## src/rtl/cache_wb_buffer_pkg.sv

```systemverilog
// Shared definitions for the data-cache write-back buffer.
//   - Default geometry of the buffer (depth, address/word width, words per line).
//   - Derived widths: byte-offset bits inside a line and the line-address width.
//   - cache_wb_entry: one buffered victim line at the default geometry.
//   - cache_wb_state_t: drain FSM states.
//   - wb_ofs_w(): offset-width helper for non-default geometries.
package cache_def_pipe_data;

  localparam int unsigned WB_DEPTH      = 4;
  localparam int unsigned WB_ADDR_W     = 32;
  localparam int unsigned WB_WORD_W     = 32;
  localparam int unsigned WB_LINE_WORDS = 4;

  // Byte-offset bits covered by one cache line: word index plus byte-in-word.
  localparam int unsigned WB_OFS_W       = $clog2(WB_LINE_WORDS) + $clog2(WB_WORD_W / 8);
  localparam int unsigned WB_LINE_ADDR_W = WB_ADDR_W - WB_OFS_W;

  typedef struct packed {
    logic                                  valid;
    logic [WB_LINE_ADDR_W-1:0]             line_addr;
    logic [WB_LINE_WORDS*WB_WORD_W-1:0]    data;
  } cache_wb_entry;

  typedef enum logic [0:0] {
    WB_IDLE,
    WB_BURST
  } cache_wb_state_t;

  function automatic int unsigned wb_ofs_w(input int unsigned line_words,
                                           input int unsigned word_w);
    return $clog2(line_words) + $clog2(word_w / 8);
  endfunction

endpackage

```

## src/rtl/cache_wb_buffer_fifo.sv

```systemverilog
// Victim-line storage for the write-back buffer.
//   clk, reset        : clock, asynchronous active-high reset
//   push_valid        : write {push_line_addr, push_data} at the tail (ignored when full)
//   pop               : retire the head entry (ignored when empty)
//   full, count       : occupancy
//   head_line_addr/head_data : oldest entry, feeds the drain side
//   lookup_line_addr  : probe; lookup_hit/lookup_data report the youngest matching entry
module cache_wb_fifo
  import cache_def_pipe_data::*;
#(
  parameter int unsigned DEPTH       = WB_DEPTH,
  parameter int unsigned LINE_ADDR_W = WB_LINE_ADDR_W,
  parameter int unsigned DATA_W      = WB_LINE_WORDS * WB_WORD_W
) (
  input  logic                     clk,
  input  logic                     reset,
  input  logic                     push_valid,
  input  logic [LINE_ADDR_W-1:0]   push_line_addr,
  input  logic [DATA_W-1:0]        push_data,
  input  logic                     pop,
  output logic                     full,
  output logic [$clog2(DEPTH):0]   count,
  output logic [LINE_ADDR_W-1:0]   head_line_addr,
  output logic [DATA_W-1:0]        head_data,
  input  logic [LINE_ADDR_W-1:0]   lookup_line_addr,
  output logic                     lookup_hit,
  output logic [DATA_W-1:0]        lookup_data
);

  localparam int unsigned PTR_W = $clog2(DEPTH);
  localparam int unsigned CNT_W = PTR_W + 1;

  logic [DEPTH-1:0]       valid_q;
  logic [PTR_W-1:0]       wr_ptr_q, rd_ptr_q;
  logic [CNT_W-1:0]       count_q, count_d;
  logic [LINE_ADDR_W-1:0] addr_q [DEPTH];
  logic [DATA_W-1:0]      data_q [DEPTH];
  logic                   push_en, pop_en;
  logic [PTR_W-1:0]       lookup_idx;

  // Full is judged on registered occupancy only, so a pop never frees space in the same cycle.
  assign full    = (count_q == CNT_W'(DEPTH));
  assign push_en = push_valid && !full;
  assign pop_en  = pop && (count_q != '0);

  always_comb begin
    count_d = count_q;
    unique case ({push_en, pop_en})
      2'b10:   count_d = count_q + CNT_W'(1);
      2'b01:   count_d = count_q - CNT_W'(1);
      default: count_d = count_q;
    endcase
  end

  always_ff @(posedge clk or posedge reset) begin
    if (reset) begin
      valid_q  <= '0;
      wr_ptr_q <= '0;
      rd_ptr_q <= '0;
      count_q  <= '0;
    end else begin
      // Push and pop never target the same slot: a pop needs count>0, a push needs count<DEPTH.
      if (push_en) begin
        valid_q[wr_ptr_q] <= 1'b1;
        wr_ptr_q          <= wr_ptr_q + PTR_W'(1);
      end
      if (pop_en) begin
        valid_q[rd_ptr_q] <= 1'b0;
        rd_ptr_q          <= rd_ptr_q + PTR_W'(1);
      end
      count_q <= count_d;
    end
  end

  // Payload needs no reset; it is only observed through valid entries.
  always_ff @(posedge clk) begin
    if (push_en) begin
      addr_q[wr_ptr_q] <= push_line_addr;
      data_q[wr_ptr_q] <= push_data;
    end
  end

  assign count          = count_q;
  assign head_line_addr = addr_q[rd_ptr_q];
  assign head_data      = data_q[rd_ptr_q];

  // Scan oldest to youngest starting at the head; a later match overrides, so the youngest wins.
  always_comb begin
    lookup_hit  = 1'b0;
    lookup_data = '0;
    lookup_idx  = '0;
    for (int unsigned i = 0; i < DEPTH; i++) begin
      lookup_idx = rd_ptr_q + PTR_W'(i);
      if (valid_q[lookup_idx] && (addr_q[lookup_idx] == lookup_line_addr)) begin
        lookup_hit  = 1'b1;
        lookup_data = data_q[lookup_idx];
      end
    end
  end

endmodule

```

## src/rtl/cache_wb_buffer.sv

```systemverilog
// Write-back buffer between the data cache and main memory.
//   clk, reset       : clock, asynchronous active-high reset
//   evict_*          : victim line intake (valid/ready), line address and full line data
//   lookup_*         : combinational probe for lines evicted but not yet written back
//   mem_*            : word-by-word write burst to memory (req/ready)
//   empty, count     : nothing buffered and drain idle / number of valid entries
module cache_wb_buffer
  import cache_def_pipe_data::*;
#(
  parameter int unsigned DEPTH       = WB_DEPTH,
  parameter int unsigned ADDR_W      = WB_ADDR_W,
  parameter int unsigned WORD_W      = WB_WORD_W,
  parameter int unsigned LINE_WORDS  = WB_LINE_WORDS,
  localparam int unsigned OFS_W       = wb_ofs_w(LINE_WORDS, WORD_W),
  localparam int unsigned LINE_ADDR_W = ADDR_W - OFS_W,
  localparam int unsigned DATA_W      = LINE_WORDS * WORD_W
) (
  input  logic                    clk,
  input  logic                    reset,
  input  logic                    evict_valid,
  output logic                    evict_ready,
  input  logic [LINE_ADDR_W-1:0]  evict_line_addr,
  input  logic [DATA_W-1:0]       evict_data,
  input  logic [LINE_ADDR_W-1:0]  lookup_line_addr,
  output logic                    lookup_hit,
  output logic [DATA_W-1:0]       lookup_data,
  output logic                    mem_req,
  output logic [ADDR_W-1:0]       mem_addr,
  output logic [WORD_W-1:0]       mem_wdata,
  input  logic                    mem_ready,
  output logic                    empty,
  output logic [$clog2(DEPTH):0]  count
);

  localparam int unsigned BEAT_W = $clog2(LINE_WORDS);
  localparam int unsigned BYTE_W = OFS_W - BEAT_W;

  cache_wb_state_t                      state_q, state_d;
  logic [BEAT_W-1:0]                    beat_q, beat_d;
  logic                                 full;
  logic                                 pop;
  logic [LINE_ADDR_W-1:0]               head_line_addr;
  logic [DATA_W-1:0]                    head_data;
  logic [LINE_WORDS-1:0][WORD_W-1:0]    head_words;

  cache_wb_fifo #(
    .DEPTH       (DEPTH),
    .LINE_ADDR_W (LINE_ADDR_W),
    .DATA_W      (DATA_W)
  ) u_fifo (
    .clk              (clk),
    .reset            (reset),
    .push_valid       (evict_valid),
    .push_line_addr   (evict_line_addr),
    .push_data        (evict_data),
    .pop              (pop),
    .full             (full),
    .count            (count),
    .head_line_addr   (head_line_addr),
    .head_data        (head_data),
    .lookup_line_addr (lookup_line_addr),
    .lookup_hit       (lookup_hit),
    .lookup_data      (lookup_data)
  );

  assign evict_ready = !full;
  assign head_words  = head_data;

  // Returning to IDLE after each line costs one bubble but keeps the FSM trivially simple.
  always_comb begin
    state_d = state_q;
    beat_d  = beat_q;
    pop     = 1'b0;
    unique case (state_q)
      WB_IDLE: begin
        if (count != '0) begin
          state_d = WB_BURST;
          beat_d  = '0;
        end
      end
      WB_BURST: begin
        if (mem_ready) begin
          if (beat_q == BEAT_W'(LINE_WORDS - 1)) begin
            pop     = 1'b1;
            beat_d  = '0;
            state_d = WB_IDLE;
          end else begin
            beat_d = beat_q + BEAT_W'(1);
          end
        end
      end
      default: begin
        state_d = WB_IDLE;
        beat_d  = '0;
      end
    endcase
  end

  always_ff @(posedge clk or posedge reset) begin
    if (reset) begin
      state_q <= WB_IDLE;
      beat_q  <= '0;
    end else begin
      state_q <= state_d;
      beat_q  <= beat_d;
    end
  end

  // Memory side is a pure function of registered state, never of mem_ready.
  always_comb begin
    mem_req   = 1'b0;
    mem_addr  = '0;
    mem_wdata = '0;
    if (state_q == WB_BURST) begin
      mem_req   = 1'b1;
      mem_addr  = {head_line_addr, beat_q, {BYTE_W{1'b0}}};
      mem_wdata = head_words[beat_q];
    end
  end

  assign empty = (count == '0) && (state_q == WB_IDLE);

endmodule

```

## config.mk

```make
export PLATFORM = sky130hd
export DESIGN_NAME = cache_wb_buffer
export DESIGN_NICKNAME = d
export VERILOG_FILES = /design/src/rtl/cache_wb_buffer_pkg.sv /design/src/rtl/cache_wb_buffer_fifo.sv /design/src/rtl/cache_wb_buffer.sv
export SDC_FILE = /design/constraint.sdc
export NUM_CORES = 1
export LEC_CHECK = 0
export BUFFER_PORTS_ARGS = -buffer_cell sky130_fd_sc_hd__buf_2
export CAP_MARGIN = 20
export CORE_ASPECT_RATIO = 1.4
export CORE_UTILIZATION = 55
export DETAILED_ROUTE_END_ITERATION = 10
export MAX_ROUTING_LAYER = met4
export PLACE_DENSITY_LB_ADDON = 0.2
export SLEW_MARGIN = 20
export SYNTH_ARGS = -nofsm -noshare
export SYNTH_HDL_FRONTEND = slang
export SYNTH_SLANG_ARGS = --single-unit
```

## constraint.sdc

```tcl
create_clock -name clk -period 6.7 [get_ports clk]
set_clock_uncertainty 0.15 [all_clocks]
set_input_delay 1.34 -clock clk [delete_from_list [all_inputs] [get_ports clk]]
set_output_delay 1.34 -clock clk [all_outputs]
set_load 0.005 [all_outputs]
```

# [After elaboration in Yosys (flattened, before gate mapping)]
# Memory sizes are Yosys's and may differ from the RTL's.
# Cells that the tools add are included.
# Widths: inputs -> output; s select.
[classes] addsub=7 n_bitwise=4 reduce_logical=14 n_eq_ne=10 mux=41 magnitude_cmp=8
[ops] cell="$mux 128" count=4
[ops] cell="$eq 28x28->1" count=4
[ops] cell="$mux 32" count=3
[ops] cell="$bmux 32 s2" count=1
[ops] cell="$mux 1" count=19
[ops] cell="$lt 2x3->1 const B" count=6
[ops] cell="$logic_and 1x1->1" count=9
[ops] cell="$bmux 1 s2" count=4
[ops] cell="$mux 4" count=2
[ops] cell="$add 2x1->2 const B" count=3
[ops] cell="$mux 2" count=3
[ops] cell="$pmux 3 s2" count=1
[ops] cell="$add 2x2->2 const B" count=2
[ops] cell="$and 4x4->4" count=1
[ops] cell="$demux 1 s2" count=2
[ops] cell="$eq 2x2->1 const B" count=2
[ops] cell="$ge 2x1->1 const B" count=2
[ops] cell="$ne 2x2->1 const B" count=2
[ops] cell="$not 4->4" count=1
[ops] cell="$or 4x4->4" count=1
[ops] cell="$pmux 2 s2" count=1
[ops] cell="$add 3x1->3 const B" count=1
[ops] cell="$eq 3x3->1 const B" count=1
[ops] cell="$logic_not 3->1" count=1
[ops] cell="8 further kinds" count=8
[totals] word_cells=92 mem_bits_rw=624 ff_bits=14 n_memories=2 inputBits=188
[mem_list] name="u_fifo.data_q" depth=4 word_bits=128 rd=4 rd_clocked_by_memory_dff=0 write_ports=1 line_no="cache_wb_buffer_fifo.sv:37" text="logic [DATA_W-1:0] data_q [DEPTH];"
[mem_list] name="u_fifo.addr_q" depth=4 word_bits=28 rd=4 rd_clocked_by_memory_dff=0 write_ports=1 line_no="cache_wb_buffer_fifo.sv:36" text="logic [LINE_ADDR_W-1:0] addr_q [DEPTH];"

# [Depth between registers and ports, before layout]
# Gate-level depths: netlist of run 1.
[logic_depth] word_depth=8 mapped_depth=25 ltp_nobuf=10

# [By module]
# Synthesis of run 1 repeated with hierarchy kept, for this count alone.
[unflattened] hier_cells=2617 area_unflattened_um2=42036.6
[modules_own_cells] mod="cache_wb_fifo" seq_area_each_um2=19013.2 cells_per_inst=2453 area_per_inst_um2=40635.2 n_inst=1
[modules_own_cells] mod="cache_wb_buffer" seq_area_each_um2=75.1 cells_per_inst=164 area_per_inst_um2=1401.3 n_inst=1

# [Least setup slack after synthesis of run 1]
# Ideal clock, no wire load.
[synth_timing] path_kind="flip-flop to output port" startpoint="reg u_fifo.rd_ptr_q[0]" endpoint="out lookup_data[100]" arrival_time_ns=4.995 path_buffers=12 path_slack_ns=0.215 path_stages_with_launch=22 path_cell_list="dfrtp_1 -> buf_6 -> buf_6 -> inv_2 -> buf_6 -> buf_2 -> buf_6 -> buf_6 -> clkbuf_1 -> ha_1 -> buf_6 -> mux4_2 -> xor2_1 -> or4_1 -> or4_4 -> a2111oi_4 -> buf_6 -> buf_6 -> buf_12 -> buf_8 -> nand2_1 -> a32oi_1"
[synth_via] word_cells_on_any_way=25 classes_between="3 x add/sub; 4 x eq/ne; 12 x mux; 4 x reduce/logical; 2 x memory"
[synth_rtl] element="from (decl)" line_no="cache_wb_buffer_fifo.sv:34" text="logic [PTR_W-1:0] wr_ptr_q, rd_ptr_q;"
[synth_rtl] element="from (signal assigned)" line_no="cache_wb_buffer_fifo.sv:69" text="rd_ptr_q <= rd_ptr_q + PTR_W'(1);"
[synth_rtl] element="$add 2x2->2 *" line_no="cache_wb_buffer_fifo.sv:93" text="lookup_idx = rd_ptr_q + PTR_W'(i);"
[synth_rtl] element="net u_fifo.lookup_idx[0]" line_no="cache_wb_buffer_fifo.sv:39" text="logic [PTR_W-1:0] lookup_idx;"
[synth_rtl] element="$mem_v2 4x28 / $bmux 1 s2 (equally long branches)"
[synth_rtl] element="$eq 28x28->1 / $mux 1 (equally long branches)" line_no="cache_wb_buffer_fifo.sv:94" text="if (valid_q[lookup_idx] && (addr_q[lookup_idx] == lookup_line_addr)) begin"
[synth_rtl] element="$logic_and 1x1->1" line_no="cache_wb_buffer_fifo.sv:94"
[synth_rtl] element="$mux 128 *" line_no="cache_wb_buffer_fifo.sv:94"
[synth_rtl] element="to (decl)" line_no="cache_wb_buffer.sv:26" text="output logic [DATA_W-1:0] lookup_data,"
# The timed path passes the listed nets; every way through them passes the cells marked *. The select of a mux whose other input is x is not followed.

# [Worst setup path after layout of run 1]
[layout_timing] startpoint="reg u_fifo.rd_ptr_q[0]" endpoint="out lookup_data[13]"
[layout_via] elab_chain_cells=7 word_cells_on_any_way=25 classes_between="3 x add/sub; 4 x eq/ne; 12 x mux; 4 x reduce/logical; 2 x memory"
[layout_rtl] element="$add 2x1->2 (tied with other cells)" line_no="cache_wb_buffer_fifo.sv:93"
[layout_rtl] element="$mem_v2 4x28 (tied with other cells)"
[layout_rtl] element="$eq 28x28->1 (tied with other cells)" line_no="cache_wb_buffer_fifo.sv:94"
[layout_rtl] element="$logic_and 1x1->1 / $mux 128 (equally long branches)" line_no="cache_wb_buffer_fifo.sv:94"
[layout_rtl] element="$mux 128 (2 in series)" line_no="cache_wb_buffer_fifo.sv:94"
[layout_rtl] element="$mux 128 *" line_no="cache_wb_buffer_fifo.sv:94"
# Mark *: on every way between the ends. The rest lies on a longest branch, timed or not. The select of a mux whose other input is x is not followed.

==> results of run 1 <==
==> worst min-delay path by stage <==
stage / endpoint / slack [ns] / startpoint
2_1_floorplan: u_fifo.count[2] / 0.37 / u_fifo.count[2]
3_3_place_gp: u_fifo.count[0] / 0.37 / u_fifo.count[0]
3_5_place_dp: u_fifo.count[0] / 0.41 / u_fifo.count[0]
4_1_cts: u_fifo.count[0] / 0.42 / u_fifo.count[0]
5_1_grt: u_fifo.count[2] / 0.44 / u_fifo.count[2]
6_report: u_fifo.count[0] / 0.42 / u_fifo.count[0]
==> report_power, final <==
part | total, mW | switching [mW] | internal (mW)
Combinational | 12.6 | 6.26 | 6.33
Clock | 3.90 | 1.62 | 2.27
Sequential | 5.98 | 0.671 | 5.31
==> kinds of logic (layout without fill, tap and decap cells) <==
logic type / Yosys count / after routing
AO/OA/AOI/OAI: 365 / 365
XOR/XNOR: 93 / 93
adder cells (fa/ha/maj): 11 / 11
buffers and inverters: 321 / 624
flip-flops: 638 / 638
multiplexers: 729 / 729
other: 1 / 43
AND/OR/NAND/NOR: 552 / 552
==> metrics by stage <==
stage	TNS (ns)	cell area, µm²	total power, mW
CTS	0	47200	22.4
global placement	0	44900	18.2
floorplan	0	42200	15.2
global route	-0.0288	47400	23.4
detailed placement	0	44900	18.5
finish	0	47400	22.5
==> cell type report <==
| type | count | area share [%] |
|---|---|---|
| multi-input cells | 1752 | 45.7 |
| flip-flops and latches | 638 | 40.3 |
| repair buffers | 474 | 6.27 |
| clock buffers | 89 | 4.08 |
| well taps | 968 | 2.55 |
| clock inverters | 36 | 0.725 |
| diodes | 41 | 0.216 |
| inverters | 25 | 0.198 |
==> registers in the layout, indices dropped and copies added, names as in the netlist <==
register	count
u_fifo.data_q	512
u_fifo.addr_q	112
u_fifo.valid_q	4
u_fifo.count	3
beat_q	2
u_fifo.rd_ptr_q	2
u_fifo.wr_ptr_q	2
state_q	1
==> critical path, cell delays in order (launching register included) <==
cell	delay, ns
dfrtp_4	0.50
inv_2	0.08
buf_4	0.45
mux2_2	0.45
xor2_1	0.16
nand2_1	0.18
a2111oi_0	0.47
buf_4	0.21
o2111ai_4	0.13
buf_12	0.26
or4b_2	0.77
a32oi_1	0.39
buf_2	0.19
==> timing repair <==
action,in CTS,in global routing
setup buffers,0,2
pin swaps,0,3
endpoints found under the setup margin,4,68
hold endpoints to repair,0,0
resized for setup,1,13
gates cloned,0,1
==> placed cells by master (no fill, tap or decap), types with 6 or more instances in the layout <==
cell and n:
ha_1 9, clkbuf_8 7, and3_1 9, a21oi_1 16
a32oi_2 7, mux2i_1 104, nand2_1 289, clkinv_2 6
mux4_2 609, buf_6 6, buf_2 384, clkbuf_16 73
a32oi_1 121, nor2_1 29, dfrtp_1 9, and2_1 48
or4b_1 10, diode_2 41, edfxtp_1 624, xnor2_1 66
nor3_1 8, bufinv_16 6, buf_12 22, xor2_1 27
nand4_1 12, o21ai_0 153, o22ai_1 18, clkbuf_1 10
nand3_1 8, inv_1 23, mux2_2 15, or4b_2 117
clkinv_1 16, buf_4 58
==> layer usage <==
layer | vias up | routed length (µm) | part of all wire, %
li1 | 12112 | - | -
met1 | 15711 | 46500 | 34
met2 | 2075 | 68200 | 49
met3 | 323 | 13500 | 9.8
met4 | 0 | 9800 | 7.1
met5 | - | 0 | 0
==> reports/qor.yml, run 1 <==
status: "finished, final reports clean"
clock_latency_ns: 0.63
vias_per_cell: 7.51
antenna_found_initial: 45
powerDensity_nw_per_um2: 474
rr_startpoint: "beat_q[0]"
fp.dieW_um: 236
yosys_warnings: 0
start_util_pct: 55.8
drt_first_pass_iters: 5
layout.area.seq_um2: 19100
yosysMostFrequentCell: "edfxtp_1"
netlist_area_um2: 42200
clock-sinks: 638
grt_max_degree: 147
top_usage_layer: "met2"
portBuffers: 384
synth_top_family_by_area: "multiplexers"
critPathCaptureType: "output port"
r2r_cells: 9
nets: 3159
gp_congestion: 0.985
worstMarginPinSlew_ns: 1.05
critPathLaunch: "u_fifo.rd_ptr_q[0]"
hpwl_um: 90200
finish.utilization_pct: 62.7
yosys-top-cells-area: "edfxtp_1 (44%), mux4_2 (33%), or4b_2 (2.8%), a32oi_1 (2.7%), nand2_1 (2.6%)"
slew_headroom_pct: 30.3
met2_usage_pct: 57.2
maxCapViolations: 0
r2r_end: "u_fifo.count[2]"
synth_mux_area_share_pct: 35.4
syn2layout_area_growth_pct: 12.4
final_cell_count_no_fill: 4023
multiInputGateArea_um2: 21700
coreArea_um2: 75600
track_usage_pct: 36.4
ios: 387
finalHoldViolations: 0
wl_per_cell_um: 34.3
synth.top_cell.area_share_pct: 44.4
use_met1_pct: 43.1
holdWs_ns: 0.417
hold_class: "flip-flop to flip-flop"
synth_cells: 2710
p_leak_nw: 15.6
final_antenna_net_count: 0
synth-xor-area-share_pct: 1.93
synth_adder_area_share_pct: 0.344
finalCritPeriodShare_pct: 98.6
placed_cells: 3854
synth_flop_cell: "edfxtp_1"
yosys.area_share.simple_pct: 7.40
use_met3_pct: 7.48
netlist.top_cell.by_area: "edfxtp_1"
cts_buffers: 69
first_global_vias: 29317
fin_crit_ns: 6.60
fin_ws_ns: 0.0963
cts_tree: "built"
ys_seq_area_share_pct: 45.2
critPathArrivalTime_ns: 5.11
num_rows: 119
regToRegSetupSlack_ns: 3.37
drtIter0Drc: 3996
cp_max_fo: 129
routed_wirelength_um: 138000
fillers: 5549
cts-root-buf: "clkbuf_16"
synth_edf_count: 624
die-area_um2: 77900
grt-ovfl-total: 0
setup_viol: 0
die_y_um: 330
vias: 30221
cp.required_ns: 5.21
pre_cts_ws_ns: 0.668
async_reset_ff_share_pct: 2.19
start_kind: "flip-flop"
critPathCapture: "lookup_data[13]"
cts_max_level: 3
drive_gt1_share_pct: 44.6
path_class: "flip-flop to output port"
syn_area_per_cell_um2: 15.6
ctsHoldBuffers: 0
ys_ff_latch: 638
drc_errors: 0
slew_viol_final: 0
synth_compound_area_share_pct: 5.96
vdd_drop_max_mv: 0.386
grt_pass1_wl_um: 200000
clkTransAtPathRegs_ns: 0.06
worst_hold_path.num_cells: 1
synth.top_cells.by_count: "edfxtp_1 (624), mux4_2 (609), nand2_1 (289)"
fmax_ghz: 0.151
cts_buffer_depth: 3
ys_types: 59
No activity file was read; power rests on OpenSTA's default activity.
==> inputs of run 2 (changes only) <==
--- a/config.mk
+++ b/config.mk
@@ -5,14 +5,13 @@
 export SDC_FILE = /design/constraint.sdc
 export NUM_CORES = 1
 export LEC_CHECK = 0
-export BUFFER_PORTS_ARGS = -buffer_cell sky130_fd_sc_hd__buf_2
+export BUFFER_PORTS_ARGS = -buffer_cell sky130_fd_sc_hd__clkbuf_2
 export CAP_MARGIN = 20
 export CORE_ASPECT_RATIO = 1.4
 export CORE_UTILIZATION = 55
 export DETAILED_ROUTE_END_ITERATION = 10
 export MAX_ROUTING_LAYER = met4
 export PLACE_DENSITY_LB_ADDON = 0.2
-export SLEW_MARGIN = 20
 export SYNTH_ARGS = -nofsm -noshare
 export SYNTH_HDL_FRONTEND = slang
 export SYNTH_SLANG_ARGS = --single-unit
==> run 2 against run 1 <==
Compared with the run above: the run now ends with setup timing left; wire length is 0.29% higher; global-route usage fell by 0.079 points; die area unchanged; first-iteration DRC count grew 0.75%; total power is 0.66% higher; core utilization grew 0.12 points; clock power about the same; sequential share of layout area fell by 0.077 points; flip-flop and latch count is the same; sequential power is essentially flat; fmax decreased by 1.8%; largest cell class unchanged.
==> reports/qor.yml, run 2 (synthesis gave the netlist of run 1 again) <==
status: "finished with violations"
violations: "setup timing"
reg_top3: "u_fifo.data_q (512), u_fifo.addr_q (112), u_fifo.valid_q (4)"
clock_latency_ns: 0.62
grt-ovfl-total: 0
nets: 3171
drc_errors: 0
slew_viol_final: 0
multiInputGateArea_um2: 21600
portBuffers: 384
drtIter0Drc: 4026
routed_wirelength_um: 138000
finalCritPeriodShare_pct: 100
finish.utilization_pct: 62.9
grt_pass1_wl_um: 199000
cp_max_fo: 129
pre_cts_ws_ns: 0.649
final_cell_mix: "edfxtp_1 (624), mux4_2 (609), clkbuf_2 (384)"
first_global_vias: 29299
critPathCaptureType: "output port"
largest-register: "u_fifo.data_q"
fin_ws_ns: -0.0247
antenna_found_initial: 26
p_leak_nw: 15.6
final_antenna_net_count: 0
drt_first_pass_iters: 8
cts-root-buf: "clkbuf_16"
slew_headroom_pct: 23.7
maxCapViolations: 0
rsz0062_at_grt: "no"
fillers: 5501
vdd_drop_max_mv: 0.673
powerDensity_nw_per_um2: 476
num_rows: 119
cts_tree: "built"
cts_buffers: 69
cts_buffer_depth: 3
critPathArrivalTime_ns: 5.23
clkTransAtPathRegs_ns: 0.06
largest_reg_flops: 512
vias: 30371
layout.area.seq_um2: 19100
vias_per_cell: 7.56
worstMarginPinSlew_ns: 1.14
gp_congestion: 0.929
cts_max_level: 3
layout_commonest_cell: "edfxtp_1"
finalHoldViolations: 0
fp.dieW_um: 236
start_kind: "flip-flop"
clock-sinks: 638
hold_class: "flip-flop to flip-flop"
coreArea_um2: 75600
hpwl_um: 90000
setup_viol: 1
syn2layout_area_growth_pct: 12.7
die-area_um2: 77900
drive_gt1_share_pct: 44.4
cp.required_ns: 5.21
wl_per_cell_um: 34.5
ios: 387
start_util_pct: 55.8
path_class: "flip-flop to output port"
die_y_um: 330
fmax_ghz: 0.149
track_usage_pct: 36.3
grt_max_degree: 147
fin_crit_ns: 6.72
run 2: cell type report:
cell class | instances | area share (%)
inverters | 25 | 0.197
diodes | 28 | 0.147
multi-input cells | 1752 | 45.5
repair buffers | 486 | 6.67
well taps | 968 | 2.55
clock buffers | 81 | 3.82
clock inverters | 38 | 0.916
flip-flops and latches | 638 | 40.2
run 2: final timing paths:
kind	startpoint	end	slack, ns	cells after the start
worst max-delay path	u_fifo.rd_ptr_q[1]	lookup_data[19]	-0.02	10
max in group asynchronous	reset	u_fifo.rd_ptr_q[1]	5.34	2
worst min register to register	u_fifo.count[2]	u_fifo.count[2]	0.40	1
min in group asynchronous	reset	u_fifo.count[0]	0.60	2
worst max register to register	beat_q[0]	u_fifo.count[2]	3.47	9
worst min-delay path	u_fifo.count[2]	u_fifo.count[2]	0.40	1
run 2: report_power, final:
group	total (mW)	switching (mW)	internal [mW]
combinational	12.7	6.30	6.42
clock	3.91	1.60	2.31
sequential	6.00	0.687	5.31
total	22.6	8.58	14.0
run 2: what timing repair did:
action / in CTS / in global routing
gates cloned: 0 / 2
endpoints found under the setup margin: 3 / 129
hold buffers: 0 / 0
pin swaps: 0 / 1
resized for setup: 1 / 9
setup buffers: 0 / 8
run 2: routing by layer:
layer	vias up	part of all wire (%)	global-route usage, %
met2	2006	50	58.3
met4	0	7.1	23.1
li1	12115	-	-
met5	-	0	-
met3	317	9.3	6.28
met1	15933	34	42.8
run 2: critical path: stages, from the launching register on:
cell      delay, ns
dfrtp_4        0.45
buf_12         0.45
mux2_2         0.41
a21oi_1        0.32
xor2_1         0.18
nand4_1        0.27
or4_4          0.63
buf_12         0.21
or4b_2         0.77
a32oi_1        0.40
clkbuf_2       0.20
run 2: metrics by stage:
step / setup TNS [ns] / std cells / power [mW] / instance area, µm² / hold WS, ns
after floorplan: 0 / 2711 / 15.2 / 42200 / 0.372
after global routing: 0 / 4012 / 23.5 / 47500 / 0.428
final: -0.0247 / 4016 / 22.6 / 47500 / 0.401
after CTS: 0 / 3977 / 22.4 / 47300 / 0.400
after global placement: 0 / 3858 / 18.2 / 45000 / 0.374
after detailed placement: 0 / 3858 / 18.5 / 45000 / 0.393
